### config.mk
export PLATFORM = sky130hd
export DESIGN_NAME = scroll_step_gen
export DESIGN_NICKNAME = d
export VERILOG_FILES = /design/src/rtl/scroll_pkg.sv /design/src/rtl/key_sync.sv /design/src/rtl/scroll_step_gen.sv
export SDC_FILE = /design/constraint.sdc
export NUM_CORES = 1
export LEC_CHECK = 0
export ABC_AREA = 1
export BUFFER_PORTS_ARGS = -buffer_cell sky130_fd_sc_hd__buf_4
export CAP_MARGIN = 30
export CORE_ASPECT_RATIO = 0.5
export CORE_UTILIZATION = 45
export CTS_BUF_LIST = sky130_fd_sc_hd__clkbuf_4
export CTS_CLUSTER_SIZE = 12
export DETAILED_ROUTE_END_ITERATION = 12
export PLACE_DENSITY = 0.65
export SLEW_MARGIN = 20
export SYNTH_ARGS = -nofsm -noshare
export SYNTH_HDL_FRONTEND = slang
export SYNTH_SLANG_ARGS = --single-unit
### constraint.sdc
create_clock -name clk -period 2.55 [get_ports clk]
set_input_delay 0.1275 -clock clk [delete_from_list [all_inputs] [get_ports clk]]
set_output_delay 0.1275 -clock clk [all_outputs]
set_load 0.01 [all_outputs]
### src/rtl/scroll_pkg.sv
// rtl/scroll_pkg.sv - shared types and default timing constants for the scroll step generator
package scroll_pkg;

    typedef enum logic [2:0] {
        ST_IDLE,
        ST_DEB_PRESS,
        ST_PRESSED,
        ST_REPEAT,
        ST_DEB_RELEASE
    } step_state_t;

    localparam int unsigned DEF_DEBOUNCE_CYCLES = 500000;
    localparam int unsigned DEF_HOLD_CYCLES     = 25000000;
    localparam int unsigned DEF_REPEAT_CYCLES   = 10000000;
    localparam int          STEP_COUNT_W        = 8;

    function automatic int unsigned max3(input int unsigned a, input int unsigned b,
                                         input int unsigned c);
        int unsigned m;
        m = (a > b) ? a : b;
        return (m > c) ? m : c;
    endfunction

endpackage

### src/rtl/key_sync.sv
// rtl/key_sync.sv - two-flop synchronizer for an asynchronous single-bit input
module key_sync #(
    parameter logic RESET_VAL = 1'b1
) (
    input  logic clk,
    input  logic reset,
    input  logic d,
    output logic q
);

    logic s1;
    logic s2;

    always_ff @(posedge clk) begin
        if (reset) begin
            s1 <= RESET_VAL;
            s2 <= RESET_VAL;
        end else begin
            s1 <= d;
            s2 <= s1;
        end
    end

    assign q = s2;

endmodule

### src/rtl/scroll_step_gen.sv
// rtl/scroll_step_gen.sv - debounced push-button step pulse generator; SCROLL_AUTO_REPEAT_EN adds hold-to-repeat
module scroll_step_gen
    import scroll_pkg::*;
#(
    parameter int unsigned DEBOUNCE_CYCLES = DEF_DEBOUNCE_CYCLES,
    parameter int unsigned HOLD_CYCLES     = DEF_HOLD_CYCLES,
    parameter int unsigned REPEAT_CYCLES   = DEF_REPEAT_CYCLES
) (
    input  logic                    clk,
    input  logic                    reset,
    input  logic                    key_n,
    output logic                    step,
    output logic                    held,
    output logic [STEP_COUNT_W-1:0] step_count
);

    localparam int CNT_W = $clog2(max3(DEBOUNCE_CYCLES, HOLD_CYCLES, REPEAT_CYCLES));
    localparam logic [CNT_W-1:0] DEB_LAST  = CNT_W'(DEBOUNCE_CYCLES - 1);
    localparam logic [CNT_W-1:0] CNT_ONE   = CNT_W'(1);
`ifdef SCROLL_AUTO_REPEAT_EN
    localparam logic [CNT_W-1:0] HOLD_LAST = CNT_W'(HOLD_CYCLES - 1);
    localparam logic [CNT_W-1:0] REP_LAST  = CNT_W'(REPEAT_CYCLES - 1);
`endif

    step_state_t      state;
    logic [CNT_W-1:0] cnt;
    logic             key_s;
    logic             pressed_s;

    key_sync #(.RESET_VAL(1'b1)) u_key_sync (
        .clk   (clk),
        .reset (reset),
        .d     (key_n),
        .q     (key_s)
    );

    assign pressed_s = ~key_s;

    always_ff @(posedge clk) begin
        if (reset) begin
            state      <= ST_IDLE;
            cnt        <= '0;
            step       <= 1'b0;
            held       <= 1'b0;
            step_count <= '0;
        end else begin
            step <= 1'b0;
            case (state)
                ST_IDLE: begin
                    if (pressed_s) begin
                        state <= ST_DEB_PRESS;
                        cnt   <= CNT_ONE;
                    end else begin
                        cnt <= '0;
                    end
                end
                ST_DEB_PRESS: begin
                    if (!pressed_s) begin
                        state <= ST_IDLE;
                        cnt   <= '0;
                    end else if (cnt == DEB_LAST) begin
                        state      <= ST_PRESSED;
                        cnt        <= '0;
                        step       <= 1'b1;
                        held       <= 1'b1;
                        step_count <= step_count + 1'b1;
                    end else begin
                        cnt <= cnt + 1'b1;
                    end
                end
                ST_PRESSED: begin
                    if (!pressed_s) begin
                        state <= ST_DEB_RELEASE;
                        cnt   <= CNT_ONE;
`ifdef SCROLL_AUTO_REPEAT_EN
                    end else if (cnt == HOLD_LAST) begin
                        state      <= ST_REPEAT;
                        cnt        <= '0;
                        step       <= 1'b1;
                        step_count <= step_count + 1'b1;
                    end else begin
                        cnt <= cnt + 1'b1;
                    end
`else
                    end else begin
                        cnt <= '0;
                    end
`endif
                end
`ifdef SCROLL_AUTO_REPEAT_EN
                ST_REPEAT: begin
                    if (!pressed_s) begin
                        state <= ST_DEB_RELEASE;
                        cnt   <= CNT_ONE;
                    end else if (cnt == REP_LAST) begin
                        cnt        <= '0;
                        step       <= 1'b1;
                        step_count <= step_count + 1'b1;
                    end else begin
                        cnt <= cnt + 1'b1;
                    end
                end
`endif
                // A press seen mid-release is a glitch: stay held, restart the hold timer.
                ST_DEB_RELEASE: begin
                    if (pressed_s) begin
                        state <= ST_PRESSED;
                        cnt   <= '0;
                    end else if (cnt == DEB_LAST) begin
                        state <= ST_IDLE;
                        cnt   <= '0;
                        held  <= 1'b0;
                    end else begin
                        cnt <= cnt + 1'b1;
                    end
                end
                default: begin
                    state <= ST_IDLE;
                    cnt   <= '0;
                    held  <= 1'b0;
                end
            endcase
        end
    end

endmodule

==> results.cfg, run 1 <==
[detailed_routing]
met1_length_microns = 2340
topRoutingLayerUsed = met4
vias_per_cell = 5.06
vias = 2070
wl_microns = 4730
met2_length_microns = 2070
postRouteAntennaNets = 0
drc = 0
wl_met3_microns = 245
drt_iter0_markers = 81
wire_per_inst_microns = 11.6
drt_pass1_iterations = 4

[sta]
worstMarginPinSlew_ps = 408
final.setup.tns_ps = 0
setup_viol = 0
fmax_mhz = 592
period_minus_slack_ps = 1690
fin_skew_ps = 10.8
hold_violations = 0
slew_violations = 0
setup_ws_ps = 861
rsz0062_at_grt = false
relSlewSlack_pct = 72.6
fin_crit_sh_pct = 66.3

[worst_setup_path]
cp.required_ps = 2800
r2r_setup_slack_ps = 860
crit_path_top_delay_cell = dfxtp_1
arrival_ps = 1940
max_stage_delay_ps = 370
crit_type = flip-flop to flip-flop
critical_path.endpoint_type = flip-flop
worstRegToRegCells = 10
cp_cell_sequence = ha_1 -> nand2_2 -> nor2_4 -> inv_2 -> nor2_2 -> nand2_2 -> nand3_4 -> inv_1 -> nand2_1 -> a21oi_1
crit_path_frequent_cell = nand2_2
worstSetupStartpointType = flip-flop
cp_max_fo = 24

[logic_synthesis]
yosysMostFrequentCell = nand2_1
yosys.area.top_type = dfxtp_1
syn_area_per_cell_sq_um = 7.04
ys.flop_type = dfxtp_1
synth_edf_count = 0
ys_seq_area_share_pct = 34.9
synth.distinct_cells = 35
synth_warnings = 0
netlist_instances = 326
yosysTopAreaCellShare_pct = 34.9
synth_fp_nets = 331
synth_seq_cells = 40
synthArstFlopShare_pct = 0
synth_area_leaders = dfxtp_1 (35%), nand2_1 (10%), nor2_1 (8.3%)
syn-cell-area_sq_um = 2300
yosys-top-cells-count = nand2_1 (62), nor2_1 (51), dfxtp_1 (40), inv_1 (39), nand3_1 (21)

[global_route]
antenna_found_initial = 0
grt_pass1_vias = 1876
grtUsageTotal_pct = 20.2
grt_overflow_total = 0
grt_max_degree = 25
grt_pass1_wl_microns = 8120

[floorplanning]
die_x_microns = 103
num_rows = 17
initial_core_util_pct = 49.5
die-area_sq_um = 5410
io_pins = 13
core_area_sq_um = 4640
die_h_microns = 52.5

[placement]
gp_congestion = 0.944
io_buffers = 12
dp_slack_ps = 840
dp_hpwl_microns = 3670
dp.cells = 400

[pwr]
p_leak_uw = 0.000920
p_per_area_nw_per_um2 = 385
peakVddDrop_uv = 251
p_total_uw = 959

[worst_hold_path]
hold_depth = 2
hold_class = primary input to flip-flop

[final_layout]
fin_cells = 409
area_growth_pct = 8.66
n_antenna_cell = 0
drive_gt1_share_pct = 18.4
nNetsFinal = 347

[run_status]
status = complete, no violations

[cts]
clk_latency_ps = 350
htreeDepth = 2
root_buffer = clkbuf_4
clkSinkCount = 40
cts_tree = yes
clockBufferDepth = 2
path_clk_slew_ps = 120
cts_made_buffers = 5

[run]
drv_cap = 0
==> layout make-up <==
type	instances	area, sq um
fill	489	2140
sequential	40	801
tap	66	82.6
clock buffer	5	37.5
inverter	44	165
timing repair buffer	13	100
clock inverter	3	13.8
multi-input combinational	238	1290
==> metal layers <==
metal | track usage [%] | up-vias
li1 | - | 1074
met1 | 26.5 | 943
met2 | 33.4 | 44
met3 | 4.80 | 9
met4 | 5.40 | 0
met5 | 0 | -
==> layout by cell type (no fill, tap or decap), types with 6 or more instances in the layout <==
cell / netlist / routed
nor3_1: 12 / 12
nand2_1: 62 / 62
inv_1: 39 / 39
buf_4: 0 / 12
nand4_1: 11 / 11
nand3_1: 21 / 21
a21oi_1: 13 / 13
dfxtp_1: 40 / 40
xor2_1: 13 / 13
o21ai_0: 8 / 8
nor2_2: 11 / 11
nand2_2: 6 / 6
nor2_1: 51 / 51
==> state kept, by name, summed over array words and instances (netlist names) <==
name / cells
cnt: 25
state: 3
step_count: 8
step: 1
u_key_sync.s1: 1
held: 1
u_key_sync.q: 1
==> worst max-delay path, delay by kind of cell, from the launching register on <==
kind            cells  cell delay (ps)
fa+ha+maj           1              190
simple gates        6              860
flops               1              370
buf+inv             2              130
compound gates      1               40
==> where the power goes <==
group / switching, uW / leakage (uW) / internal (uW) / total [uW]
registers: 2.34 / 0.000323 / 627 / 629
clock network: 208 / 0.0000324 / 101 / 309
logic: 12.9 / 0.000565 / 7.71 / 20.6
total: 223 / 0.000920 / 736 / 959
==> path summary, 6_finish.rpt <==
check	startpoint	end
worst max-delay path	cnt[1]	cnt[23]
worst min-delay path	reset	step_count[4]
worst min register to register	u_key_sync.s1	u_key_sync.q
worst max register to register	cnt[1]	cnt[23]
==> metrics by stage <==
stage	cell area [sq um]	hold WS, ps	utilization (%)
3_3_place_gp	2430	316	52.5
3_5_place_dp	2430	318	52.5
4_1_cts	2490	14.1	53.8
2_1_floorplan	2300	231	-
5_1_grt	2490	24.4	53.8
6_report	2490	31.8	53.8
==> repair_timing <==
item,in CTS,in global routing
resized for setup,0,0
buffers inserted,0,0
endpoints found under the hold margin,1,0
hold buffers,1,0
==> logic make-up after synthesis <==
group / synth area share [%]
buffers and inverters: 8.72
flip-flops: 34.9
AO/OA/AOI/OAI: 5.89
AND/OR/NAND/NOR: 43.7
adder cells (fa/ha/maj): 1.09
XOR/XNOR: 5.72
Power figures use the tool's default switching activity.
==> run 2: changes to the inputs <==
ABC_AREA = 0   (was 1)
PLACE_DENSITY = 0.68   (was 0.65)
clock period = 1.4 ns   (was 2.55 ns; I/O delays follow)
==> results.cfg, run 2 <==
[final_layout]
final_common_cell = buf_4
nNetsFinal = 313
drive_gt1_share_pct = 50.5
reg.largest.list = cnt (25), step_count (8), state (3)
final_cell_mix = buf_4 (72), dfxtp_1 (24), nor2_1 (14), a21oi_1 (13), buf_6 (13)
area_growth_pct = 53.4
n_antenna_cell = 0
multi_input_comb_area_sq_um = 1280
nFillCells = 264
final_area_sq_um = 2990
regArea_sq_um = 831
top_register = cnt
largest_register_ffs = 25
fin_cells = 363

[detailed_routing]
vias_per_cell = 5.63
wire_per_inst_microns = 15.8
wl_microns = 5750
postRouteAntennaNets = 0
vias = 2043
drc = 0
drt_iter0_markers = 120
drt_pass1_iterations = 4

[cts]
clkSinkCount = 40
path_clk_slew_ps = 140
htreeDepth = 2
root_buffer = clkbuf_4
cts_made_buffers = 5
clockBufferDepth = 2
clk_latency_ps = 350
cts_tree = yes

[worst_setup_path]
r2r_setup_slack_ps = -390
reg2reg_from = cnt[1]
crit_path_top_delay_cell = or4_4
crit_type = flip-flop to flip-flop
arrival_ps = 2080
r2r-end = step_count[3]
critical_path.endpoint_type = flip-flop
worstRegToRegCells = 6
cp_cell_sequence = ha_4 -> and4_4 -> nand4_1 -> buf_6 -> or4_4 -> a21oi_2
cp_max_fo = 5
worstSetupStartpointType = flip-flop
max_stage_delay_ps = 420
cp.required_ps = 1690

[logic_synthesis]
netlist_instances = 228
synthArstFlopShare_pct = 0
synthMuxAreaShare_pct = 0
yosysMostFrequentCell = dfxtp_1
synth_compound_area_share_pct = 14.7
ys_seq_area_share_pct = 41.1
synth_edf_count = 0
synth_top_family_by_area = simple AND/OR/NAND/NOR gates
synth_area_leaders = dfxtp_1 (41%), a21oi_1 (4.9%), or4_1 (4.2%)
synth.distinct_cells = 43
ys.flop_type = dfxtp_1
synth-simple-area-share_pct = 31.0
synth_fp_nets = 233
synth_warnings = 0
yosysTopAreaCellShare_pct = 41.1
yosys.area.top_type = dfxtp_1
yosys-top-cells-count = dfxtp_1 (40), a21oi_1 (19), nor2_1 (17), nand3_1 (14), or4_1 (11)
syn_area_per_cell_sq_um = 8.56
syn-cell-area_sq_um = 1950
synth_fa_ha_area_share_pct = 1.28
synth_xor_area_share_pct = 5.84
synth_seq_cells = 40

[global_route]
grt_pass1_vias = 2034
grtUsageTotal_pct = 24.5
antenna_found_initial = 0
grt_overflow_total = 0
grt_pass1_wl_microns = 8850
grt_max_degree = 19

[worst_hold_path]
whs_endpoint = u_key_sync.q
hold_path_startpoint = u_key_sync.s1
hold_depth = 1
hold_class = flip-flop to flip-flop

[pwr]
p_int_uw = 1370
peakVddDrop_uv = 440
p_comb_share_pct = 3.2
p_per_area_nw_per_um2 = 604
power_switching_share_pct = 23.9
power.switching_uw = 432
seqPwrFrac_pct = 63.5
pwr-share-clk_pct = 33.3
p_leak_uw = 0.00106

[sta]
slew_violations = 0
fin_crit_sh_pct = 128
setup_viol = 38
final.setup.tns_ps = -11770
fin_skew_ps = 21.9
worstMarginPinSlew_ps = 329
relSlewSlack_pct = 78.1
rsz0062_at_grt = true
setup_ws_ps = -395
hold_violations = 0
fmax_mhz = 557
period_minus_slack_ps = 1790

[floorplanning]
die_x_microns = 95.1
num_rows = 16
die_h_microns = 48.6
io_pins = 13
initial_core_util_pct = 48.5
core_area_sq_um = 4020
die-area_sq_um = 4620

[placement]
dp.cells = 336
gp_congestion = 0.791
io_buffers = 12
dp_hpwl_microns = 3270
placed_cell_area_sq_um = 2560

[run_status]
violations = negative setup slack
status = finished, violations left

[run]
drv_cap = 0
-- run 2: changes by cell type after synthesis, moves of 8 or more --
cell,previous run,this run
nor3_1,12,4
nor2_2,11,0
nand2_1,62,8
xor2_1,13,4
inv_1,39,10
or4_1,0,11
or3_1,0,9
nor2_1,51,17
o31ai_1,0,9
-- run 2: worst max path at each step --
stage | startpoint | end | slack [ps]
floorplan | cnt[9] | cnt[17] | -260
global placement | cnt[9] | state[1] | -310
detailed placement | cnt[22] | step_count[7] | -380
CTS | cnt[0] | step_count[3] | -330
global route | cnt[9] | step_count[3] | -450
finish | cnt[1] | step_count[3] | -390
-- run 2: repair_timing --
action	CTS	global route
hold buffers	2	0
buffers inserted	11	3
resized for setup	34	25
pin swaps	15	10
cloned	3	0
endpoints found under the hold margin	3	0
setup endpoints to repair	37	38
-- run 2: cells by family (layout without fill, tap and decap cells) --
| logic type | count (synthesis) | count (layout) |
|---|---|---|
| simple gates | 100 | 101 |
| compound gates | 47 | 47 |
| flops | 40 | 40 |
| buf+inv | 26 | 106 |
| xor+xnor | 13 | 13 |
| fa+ha+maj | 2 | 2 |
-- run 2: worst max-delay path: cells and delay by family (launching register included) --
kind | cells | cell delay (ps)
buffers and inverters | 1 | 190
flip-flops | 1 | 400
adder cells (fa/ha/maj) | 1 | 130
AO/OA/AOI/OAI | 1 | 150
AND/OR/NAND/NOR | 3 | 860
-- run 2: per-layer routing --
| metal | vias to the layer above | global-route usage [%] | wire [microns] |
|---|---|---|---|
| li1 | 999 | - | - |
| met1 | 975 | 28.9 | 2490 |
| met2 | 55 | 43.2 | 2880 |
| met3 | 14 | 6.92 | 259 |
| met4 | 0 | 6.82 | 120 |
| met5 | - | 0 | 0 |
-- run 2: metrics by stage --
step,setup WS (ps),total power [uW],util (%),hold slack (ps)
2_1_floorplan,-264,1200,-,174
3_3_place_gp,-311,1220,63.6,257
3_5_place_dp,-377,1220,63.6,259
4_1_cts,-331,1790,71.5,433
5_1_grt,-447,1870,74.4,428
6_report,-395,1810,74.4,434
-- run 2: final cells by class --
cell class	instances	share of cell area (%)
well taps	54	2.26
inverters	10	1.25
clock buffers	6	1.51
multi-input cells	163	42.7
repair buffers	88	24.3
clock inverters	2	0.251
flip-flops and latches	40	27.8
-- run 2: power groups by stage --
| stage | clock (uW) | sequential, uW | combinational [uW] |
|---|---|---|---|
| floorplan | 0 | 1170 | 23.3 |
| global placement | 0 | 1170 | 44.8 |
| detailed placement | 0 | 1170 | 45.6 |
| CTS | 593 | 1150 | 53.5 |
| global route | 660 | 1150 | 62.5 |
| finish | 602 | 1150 | 58.1 |
==> run 3: changes to the inputs <==
--- a/config.mk
+++ b/config.mk
@@ -9,3 +9,3 @@
 export BUFFER_PORTS_ARGS = -buffer_cell sky130_fd_sc_hd__buf_4
-export CAP_MARGIN = 30
+export CAP_MARGIN = 20
 export CORE_ASPECT_RATIO = 0.5
--- a/constraint.sdc
+++ b/constraint.sdc
@@ -3,2 +3,2 @@
 set_output_delay 0.07 -clock clk [all_outputs]
-set_load 0.01 [all_outputs]
+set_load 0.1 [all_outputs]
==> results.cfg, run 3 (synthesis results as in run 2) <==
[run_status]
status = finished, violations left
violations = negative setup slack

[final_layout]
final_area_sq_um = 3000
largest_register_ffs = 25
final_cell_mix = buf_4 (70), dfxtp_2 (16), dfxtp_1 (16), nor2_1 (13)
fin_cells = 359
area_growth_pct = 53.8
reg.largest.list = cnt (25), step_count (8), state (3)
top_register = cnt
nFillCells = 266
drive_gt1_share_pct = 52.5
n_antenna_cell = 0
final_common_cell = buf_4
nNetsFinal = 309

[cts]
clkSinkCount = 40
root_buffer = clkbuf_4
clk_latency_ps = 350
cts_tree = yes
path_clk_slew_ps = 130
htreeDepth = 2
clockBufferDepth = 2
cts_made_buffers = 5

[worst_setup_path]
arrival_ps = 2050
worstSetupStartpointType = flip-flop
crit_type = flip-flop to flip-flop
r2r_setup_slack_ps = -400
crit_path_frequent_cell = buf_6
cp.required_ps = 1650
crit_path_top_delay_cell = dfxtp_2
critical_path.endpoint_type = flip-flop
max_stage_delay_ps = 360
cp_max_fo = 7
cp_cell_sequence = nor4_4 -> nand3_2 -> buf_6 -> buf_6 -> o21ai_4 -> clkbuf_16 -> a21oi_2

[sta]
relSlewSlack_pct = 76.7
period_minus_slack_ps = 1800
hold_violations = 0
fin_skew_ps = 13.1
slew_violations = 0
fin_crit_sh_pct = 129
rsz0062_at_grt = true
fmax_mhz = 556
setup_viol = 38
setup_ws_ps = -400
worstMarginPinSlew_ps = 345
fin_hold_ws_ps = 423

[floorplanning]
die_x_microns = 95.1
io_pins = 13
die_h_microns = 48.6
die-area_sq_um = 4620
num_rows = 16
initial_core_util_pct = 48.5
core_area_sq_um = 4020

[detailed_routing]
wl_microns = 5270
postRouteAntennaNets = 0
drc = 0
wire_per_inst_microns = 14.7
vias = 1999
drt_pass1_iterations = 4
drt_iter0_markers = 65
vias_per_cell = 5.57

[global_route]
grt_overflow_total = 0
grtUsageTotal_pct = 22.4
grt_pass1_vias = 1896
grt_max_degree = 24
grt_pass1_wl_microns = 8160
antenna_found_initial = 0

[pwr]
peakVddDrop_uv = 493
p_per_area_nw_per_um2 = 670
p_leak_uw = 0.00106

[placement]
io_buffers = 12
gp_congestion = 0.859
dp.cells = 335
placed_cell_area_sq_um = 2560
dp_hpwl_microns = 3220

[run]
drv_cap = 0

[worst_hold_path]
hold_class = flip-flop to flip-flop
## run 3: critical path: cells and delay by family (launching register included)
kind / cells / cell delay [ps]
buffers and inverters: 3 / 520
and+or+nand+nor: 2 / 510
DFF: 1 / 360
AOI/OAI and AO/OA: 2 / 290
## run 3: per-layer routing
metal | track usage (%) | wire length [microns] | part of all wire, %
met1 | 27.0 | 2410 | 46
met2 | 40.2 | 2550 | 48
met3 | 5.19 | 195 | 3.7
met4 | 5.56 | 113 | 2.1
met5 | 0 | 0 | 0
## run 3: layout make-up
class	count	area, sq um	share of cell area [%]
Clock buffer	6	45.0	1.50
Sequential cell	40	851	28.4
Tap cell	54	67.6	2.25
Inverter	10	37.5	1.25
Multi-Input combinational cell	162	1250	41.7
Clock inverter	2	35.0	1.17
Timing Repair Buffer	85	714	23.8
## run 3: report_power, final
part | switching (uW) | internal, uW | leakage [uW] | total [uW]
logic | 52.3 | 29.3 | 0.000682 | 81.6
clock network | 395 | 394 | 0.0000456 | 789
registers | 7.14 | 1130 | 0.000337 | 1140
## run 3: what timing repair did
action | 4_1_cts | 5_1_grt
hold endpoints to repair | 8 | 0
setup buffers | 6 | 5
cloned | 0 | 3
hold buffers | 2 | 0
resized for setup | 17 | 40
setup endpoints to repair | 38 | 38
pin swaps | 11 | 21
## run 3: path summary, 6_finish.rpt
| check | startpoint | end | depth (start not counted) |
|---|---|---|---|
| worst min register to register | u_key_sync.s1 | u_key_sync.q | 1 |
| worst max register to register | cnt[21] | cnt[19] | 7 |
| worst max-delay path | cnt[21] | cnt[19] | 7 |
| worst min-delay path | u_key_sync.s1 | u_key_sync.q | 1 |
## run 3: stage by stage
stage	TNS (ps)	util, %	total power, uW	worst slack (ps)
after floorplan	-7180	-	1220	-281
after detailed placement	-9910	63.6	1240	-371
after global routing	-14460	74.6	2080	-437
after CTS	-8370	68.8	2020	-321
final	-13140	74.6	2010	-400
after global placement	-8640	63.6	1240	-317
